$ cat config.mk
export PLATFORM = sky130hd
export DESIGN_NAME = inst_prefetch_buf
export DESIGN_NICKNAME = d
export VERILOG_FILES = /design/src/rtl/inst_prefetch_buf.sv
export SDC_FILE = /design/constraint.sdc
export NUM_CORES = 1
export LEC_CHECK = 0
export ABC_AREA = 1
export BUFFER_PORTS_ARGS = -buffer_cell sky130_fd_sc_hd__buf_2
export CORE_ASPECT_RATIO = 1.1
export CORE_MARGIN = 1.5
export CORE_UTILIZATION = 23
export CTS_BUF_LIST = sky130_fd_sc_hd__clkbuf_2
export DETAILED_ROUTE_END_ITERATION = 6
export PLACE_DENSITY = 0.37
export SYNTH_ARGS = -nofsm -noshare
export SYNTH_HDL_FRONTEND = slang
export SYNTH_SLANG_ARGS = --single-unit
$ cat constraint.sdc
create_clock -name clk -period 8.1 [get_ports clk]
set_clock_uncertainty 0.05 [all_clocks]
set_input_delay 1.62 -clock clk [delete_from_list [all_inputs] [get_ports clk]]
set_output_delay 1.62 -clock clk [all_outputs]
set_load 0.005 [all_outputs]
$ cat src/rtl/inst_prefetch_buf.sv
// ---------------------------------------------------------------------------
// inst_prefetch_buf
//
// Instruction prefetch queue that sits between the instruction memory and the
// IF stage of the pipelined CPU. It drives the fetch address, captures each
// instruction returned for that address (together with its PC) into a small
// FIFO, and presents the oldest entry to IF. A redirect from the CPU flushes
// the queue and restarts fetch at the new target.
//
// Optional feature (compile-time macro PREFETCH_BYPASS_EN):
//   When the queue is empty and no redirect is pending, the instruction being
//   fetched this cycle is offered to IF combinationally. If IF takes it, it is
//   never written into the queue.
//
// Ports:
//   clk          in   rising-edge clock
//   rst          in   asynchronous active-high reset
//   pf_pc        out  [WORD]       address to instruction memory (= fetch_pc)
//   pf_inst      in   [INST_SIZE]  instruction returned for pf_pc, same cycle
//   redirect     in   flush queue and restart fetch at redirect_pc
//   redirect_pc  in   [WORD]       new fetch target (low two bits ignored)
//   deq_ready    in   IF accepts the head entry this cycle
//   inst_valid   out  head entry valid
//   inst_out     out  [INST_SIZE]  head instruction (0 when empty)
//   inst_pc      out  [WORD]       PC of the head instruction (0 when empty)
//   count        out  [$clog2(DEPTH)+1] current occupancy
//
// Handshake: the head entry transfers to IF on a clock edge where
// inst_valid=1, deq_ready=1 and redirect=0. inst_valid never depends on
// deq_ready; deq_ready may be held high while the queue is empty.
// ---------------------------------------------------------------------------
module inst_prefetch_buf #(
  parameter int                WORD      = 64,
  parameter int                INST_SIZE = 32,
  parameter int                DEPTH     = 4,
  parameter logic [WORD-1:0]   RESET_PC  = '0
) (
  input  logic                       clk,
  input  logic                       rst,
  output logic [WORD-1:0]            pf_pc,
  input  logic [INST_SIZE-1:0]       pf_inst,
  input  logic                       redirect,
  input  logic [WORD-1:0]            redirect_pc,
  input  logic                       deq_ready,
  output logic                       inst_valid,
  output logic [INST_SIZE-1:0]       inst_out,
  output logic [WORD-1:0]            inst_pc,
  output logic [$clog2(DEPTH):0]     count
);

  localparam int              PW      = $clog2(DEPTH);
  localparam int              CW      = PW + 1;
  localparam logic [CW-1:0]   DEPTH_C = CW'(DEPTH);
  localparam logic [WORD-1:0] PC_STEP = WORD'(4);

  logic [WORD-1:0]      fetch_pc_q, fetch_pc_d;
  logic [PW-1:0]        wr_ptr_q, wr_ptr_d;
  logic [PW-1:0]        rd_ptr_q, rd_ptr_d;
  logic [CW-1:0]        count_q, count_d;
  logic [WORD-1:0]      mem_pc_q   [DEPTH];
  logic [WORD-1:0]      mem_pc_d   [DEPTH];
  logic [INST_SIZE-1:0] mem_inst_q [DEPTH];
  logic [INST_SIZE-1:0] mem_inst_d [DEPTH];

  logic empty;
  logic full;
  logic deq;
  logic enq;
  logic byp_take;

  // Alignment drops redirect_pc[1:0]; tie them off explicitly.
  logic unused_redirect_lsbs;
  assign unused_redirect_lsbs = ^redirect_pc[1:0];

  assign empty = (count_q == '0);
  assign full  = (count_q == DEPTH_C);
  assign pf_pc = fetch_pc_q;
  assign count = count_q;

  // Queue pop: only real stored entries are dequeued; redirect wins.
  assign deq = ~empty & deq_ready & ~redirect;

`ifdef PREFETCH_BYPASS_EN
  // Empty queue and IF ready: the instruction in flight is handed straight
  // through and never stored.
  assign byp_take = empty & ~redirect & deq_ready;
`else
  assign byp_take = 1'b0;
`endif

  // A full queue can still accept when it is popping in the same cycle.
  assign enq = ~redirect & (~full | deq) & ~byp_take;

  // -------------------------------------------------------------------------
  // Next-state logic
  // -------------------------------------------------------------------------
  always_comb begin
    fetch_pc_d = fetch_pc_q;
    wr_ptr_d   = wr_ptr_q;
    rd_ptr_d   = rd_ptr_q;
    count_d    = count_q;
    mem_pc_d   = mem_pc_q;
    mem_inst_d = mem_inst_q;

    if (redirect) begin
      wr_ptr_d   = '0;
      rd_ptr_d   = '0;
      count_d    = '0;
      fetch_pc_d = {redirect_pc[WORD-1:2], 2'b00};
    end else begin
      if (enq) begin
        mem_pc_d[wr_ptr_q]   = fetch_pc_q;
        mem_inst_d[wr_ptr_q] = pf_inst;
        wr_ptr_d             = wr_ptr_q + PW'(1);
        fetch_pc_d           = fetch_pc_q + PC_STEP;
      end
      if (byp_take) begin
        fetch_pc_d = fetch_pc_q + PC_STEP;
      end
      if (deq) begin
        rd_ptr_d = rd_ptr_q + PW'(1);
      end
      case ({enq, deq})
        2'b10:   count_d = count_q + CW'(1);
        2'b01:   count_d = count_q - CW'(1);
        default: count_d = count_q;
      endcase
    end
  end

  // -------------------------------------------------------------------------
  // Control registers
  // -------------------------------------------------------------------------
  always_ff @(posedge clk or posedge rst) begin
    if (rst) begin
      fetch_pc_q <= RESET_PC;
      wr_ptr_q   <= '0;
      rd_ptr_q   <= '0;
      count_q    <= '0;
    end else begin
      fetch_pc_q <= fetch_pc_d;
      wr_ptr_q   <= wr_ptr_d;
      rd_ptr_q   <= rd_ptr_d;
      count_q    <= count_d;
    end
  end

  // Storage is not reset: an entry is only ever read after being written.
  always_ff @(posedge clk) begin
    mem_pc_q   <= mem_pc_d;
    mem_inst_q <= mem_inst_d;
  end

  // -------------------------------------------------------------------------
  // Head outputs (first-word fall-through, zero when empty)
  // -------------------------------------------------------------------------
  always_comb begin
    inst_valid = ~empty;
    inst_out   = '0;
    inst_pc    = '0;
    if (!empty) begin
      inst_out = mem_inst_q[rd_ptr_q];
      inst_pc  = mem_pc_q[rd_ptr_q];
    end
`ifdef PREFETCH_BYPASS_EN
    // Reset gates the pass-through so the head reads as empty immediately.
    if (empty && !redirect && !rst) begin
      inst_valid = 1'b1;
      inst_out   = pf_inst;
      inst_pc    = fetch_pc_q;
    end
`endif
  end

endmodule

# == Yosys cells after proc, flatten, opt, wreduce, memory -nomap -nowiden ==
# Index checks and enable logic that the tools add are counted.
# op_classes
n_bitwise,9
n_reduce_logical,6
n_eq_ne,3
addsub,5
muxes,22
magnitude_cmp,3
# ops
op,count
64-bit 2-to-1 mux,6
256-bit bitwise mux,1
64-bit binary-select mux with 2-bit select,1
128-bit bitwise mux,1
64-bit demux with 2-bit select,1
32-bit 2-to-1 mux,4
64-bit by 3-bit adder with 64-bit output (second input constant),1
32-bit binary-select mux with 2-bit select,1
32-bit demux with 2-bit select,1
2-bit 2-to-1 mux,4
3-bit >= comparator (second input constant),2
2-bit NOT with 3-bit output,2
3-bit case mux with 2 select lines,1
2-bit by 1-bit adder with 2-bit output (second input constant),2
2-bit nonzero test,2
3-bit by 1-bit adder with 3-bit output (second input constant),1
1-bit AND,3
3-bit equality test (second input constant),1
3-bit zero test,1
3-bit by 1-bit < comparator with 1-bit output (second input constant),1
3-bit 2-to-1 mux,1
1-bit NOT,3
3-bit nonzero test,1
3-bit by 1-bit subtractor with 3-bit output (second input constant),1
5 further kinds,5
# totals
output_inout_bits,164
inputBits,100
word_cells,60
regBits,455

# == Logic depth before layout (Yosys ltp) ==
# depth
ltp_word,9
ltp_mapped,11
mapped_depth_nobuf,11

# == Least setup slack after synthesis ==
# No wires, ideal clock.
# synth_timing
kind,input-to-reg
startpoint,input redirect
endpoint,"register mem_inst_q[0] (netlist name), enable pin"
n_path_buf,3
path_stages,8
t_required_ns,7.502
t_arrival_ns,6.381
setup_slack_ns,1.121
setup_time_ns,0.548
cell_sequence,buf_4 > inv_4 > a21oi_4 > nand2_2 > nand2_1 > buf_4 > buf_4 > nor2_1
# synth_via
elab_chain_len,5
# synth_lines
element,line_no,rtl
from (decl),42,"input logic redirect,"
1-bit NOT (no source line) (*),-,
1-bit AND,81,assign deq = ~empty & deq_ready & ~redirect;
1-bit OR,92,assign enq = ~redirect & (~full | deq) & ~byp_take;
1-bit AND,92,
2-bit AND reduction (no source line) (*),-,
to (signal assigned),151,mem_inst_q <= mem_inst_d;
to (decl),62,logic [INST_SIZE-1:0] mem_inst_q [DEPTH];
# Mark *: on every way between the ends. The rest lies on a longest branch, timed or not.
# A chain may end at the register's enable or synchronous reset.

# == Final worst setup path ==
# layout_timing
startpoint,"register count_q[0], in the netlist count[0]"
endpoint,output inst_out[27]
# layout_via
elab_chain_len,2
# layout_lines
element,line_no,rtl
from (decl),59,"logic [CW-1:0] count_q, count_d;"
from (signal assigned),144,count_q <= count_d;
3-bit zero test,75,assign empty = (count_q == '0);
32-bit 2-to-1 mux,161,if (!empty) begin
to (decl),46,"output logic [INST_SIZE-1:0] inst_out,"
# No other way between the ends.

==> reports/qor.csv <==
metric;value;unit
core.rowCount;112;
cts_tree;built;
r2r_end;mem_pc_q[49];
cts_root_buffer;clkbuf_2;
seqCellArea;0.01303;mm2
die_y;310.8;um
yosysSeqAreaShare;65.72;%
synth_warnings;0;
layout-area-overhead-vs-synth;19.11;%
critPathRequiredTime;6430;ps
netlist_instances;1944;
antenna_left;0;
cts_made_buffers;121;
dr.pass1.iters;5;
postSynth.asyncResetShare;15.51;%
hpwl;44.45;mm
worstHoldPathType;input pin to async pin;
rr_worst_depth;7;
synth-edff-count;376;
critical_path.max_fanout;45;
p_per_area;293.0;mW/mm2
track_usage;15.98;%
grt_pass1_vias;15200;
cts.path.max_buffers;3;
r2r_start;count[2];
fmaxAchievable;0.1741;GHz
via_per_inst;4.341;
finalSetupTns;0;ps
antenna_found_initial;11;
finalSetupViolCount;0;
p_leak;9.115;nW
yosys.area.top_type;edfxtp_1;
wl_per_cell;20.13;um
cp_common_cell;buf_4;
crit_path_start_kind;register;
netlist_area;0.01981;mm2
crit_path_top_delay_cell;nor3_4;
maxSlewViolCount;0;
grt_max_degree;87;
vdd_drop_max;137.8;uV
hold_buffers;0;
die_x;282.8;um
routed_wl;70.65;mm
port_buffers;257;
grt_pass1_wl;102.6;mm
postCtsSetupBuffers;0;
critPathKind;register to primary output;
grt-ovfl-total;0;
synthTopCellsByArea;edfxtp_1 57%, nor2_1 9.2%, dfrtp_1 8.7%;
rsz0062_at_grt;false;
mostFrequentLayoutCells;482 x nor2_1, 376 x edfxtp_1, 258 x nand2_1, 257 x buf_2, 212 x o21ai_0;
total_power;6.912;mW
path_clk_slew;110;ps
holdWs;291.5;ps
ys.flop_type;edfxtp_1;
ctsResizeCount;0;
drc;0;
r2r_slack;5000;ps
status;finished, final reports clean;
core-area;0.08506;mm2
finalWeightedCongestion;0.8402;
ioPinCount;264;
multi_input_area;0.006006;mm2
period_needed;5744;ps
worst_path_largest_cell_delay;770;ps
htreeDepth;3;
hold_viol;0;
postSynthRegisterBits;445;
post-route-period-util;70.91;%
drv_cap;0;
clkSinkCount;445;
drtIter0Drc;911;
syn_area_per_cell;10.19;um2
nets;2366;
crit_chain;nor3_4, buf_4, buf_4, a21oi_1, buf_2;
drive_above_1_share;23.17;%
fill_cells;9090;
slew_headroom;26.32;%
start_util;23.29;%
die-area;0.08789;mm2
dr_total_vias;15230;
synthDistinctLibCells;44;
clkLatencyLatePin;1240;ps
critPathCaptureType;primary output;
worst_pin_slew;1105;ps
yosys.area.top_type_share;57.00;%
arrival;4070;ps
final_common_cell;nor2_1;
-- layout make-up --
| type | instances | area share, % |
|---|---|---|
| antenna | 8 | 0.08485 |
| timing repair buffer | 288 | 6.544 |
| clock inverter | 39 | 1.039 |
| clock buffer | 185 | 3.924 |
| multi-input combinational | 1299 | 25.45 |
| tap | 1140 | 6.046 |
| inverter | 105 | 1.702 |
| sequential | 445 | 55.20 |
-- per-layer routing --
| layer | routed length, um | track usage (%) | up-vias | part of all wire, % |
|---|---|---|---|---|
| met5 | 22 | 0 | - | 0.031 |
| met4 | 1761 | 5.445 | 4 | 2.5 |
| met3 | 4371 | 3.874 | 117 | 6.2 |
| met2 | 34590 | 26.74 | 394 | 49 |
| met1 | 29900 | 19.97 | 7364 | 42 |
| li1 | - | - | 7353 | - |
-- sequential cells by signal (all words and copies together), names as in the netlist --
signal	count
mem_pc_q	248
rd_ptr_q	2
mem_inst_q	128
wr_ptr_q	2
pf_pc	62
count	3
-- how the worst max path moves through the flow --
stage          depth (start not counted)             to  startpoint
2_1_floorplan                          8  mem_inst_q[0]    redirect
3_3_place_gp                           8   mem_pc_q[50]    redirect
3_5_place_dp                           8   mem_pc_q[50]    redirect
4_1_cts                                5   inst_out[27]    count[1]
5_1_grt                                5    inst_pc[24]    count[0]
6_report                               5   inst_out[27]    count[0]
-- per-stage QoR --
step | util (%) | std cells | cell area (um2) | setup slack [ps]
floorplan | - | 1948 | 19820 | 1121
CTS | 27.71 | 3501 | 23570 | 1997
finish | 27.74 | 3509 | 23590 | 2356
global route | 27.73 | 3506 | 23590 | 1947
global placement | 26.34 | 3277 | 22400 | 3148
detailed placement | 26.34 | 3277 | 22400 | 3138
-- Yosys cell counts (3+ instances only) --
library cell  number
a21oi_1          113
a22oi_1           19
buf_1             14
buf_2             30
buf_4              8
clkbuf_1          47
dfrtp_1           69
edfxtp_1         376
ha_1               5
inv_1             98
inv_2              5
nand2_1          258
nand2_2           10
nand3_1           73
nand3b_1           3
nand4_1            7
nor2_1           486
nor2_2            16
nor2_4            12
nor3_1             6
o21ai_0          212
o21ai_1           23
o21bai_1          11
o22ai_1            5
xor2_1            12
-- power breakdown --
group / switching [mW] / internal, mW
clock: 0.998 / 0.710
combinational: 1.35 / 0.634
sequential: 0.312 / 2.91
total: 2.66 / 4.25
-- worst max-delay path, delay by kind of cell (launching register included) --
family,cells,cell delay [ps]
compound gates,1,140
simple gates,1,770
flops,1,490
buf+inv,3,1470
-- kinds of logic (layout without fill, tap and decap cells) --
group / after synthesis / in the layout / synth area share [%]
xor gates and xnor gates: 14 / 14 / 0.6191
and+or+nand+nor: 879 / 879 / 18.38
AOI/OAI and AO/OA: 395 / 395 / 10.62
buffers and inverters: 204 / 617 / 4.220
other: 1 / 13 / 0.01893
DFF: 445 / 445 / 65.72
adders and majority gates: 6 / 6 / 0.4169
Note: power is estimated with default switching activity, not from simulation.
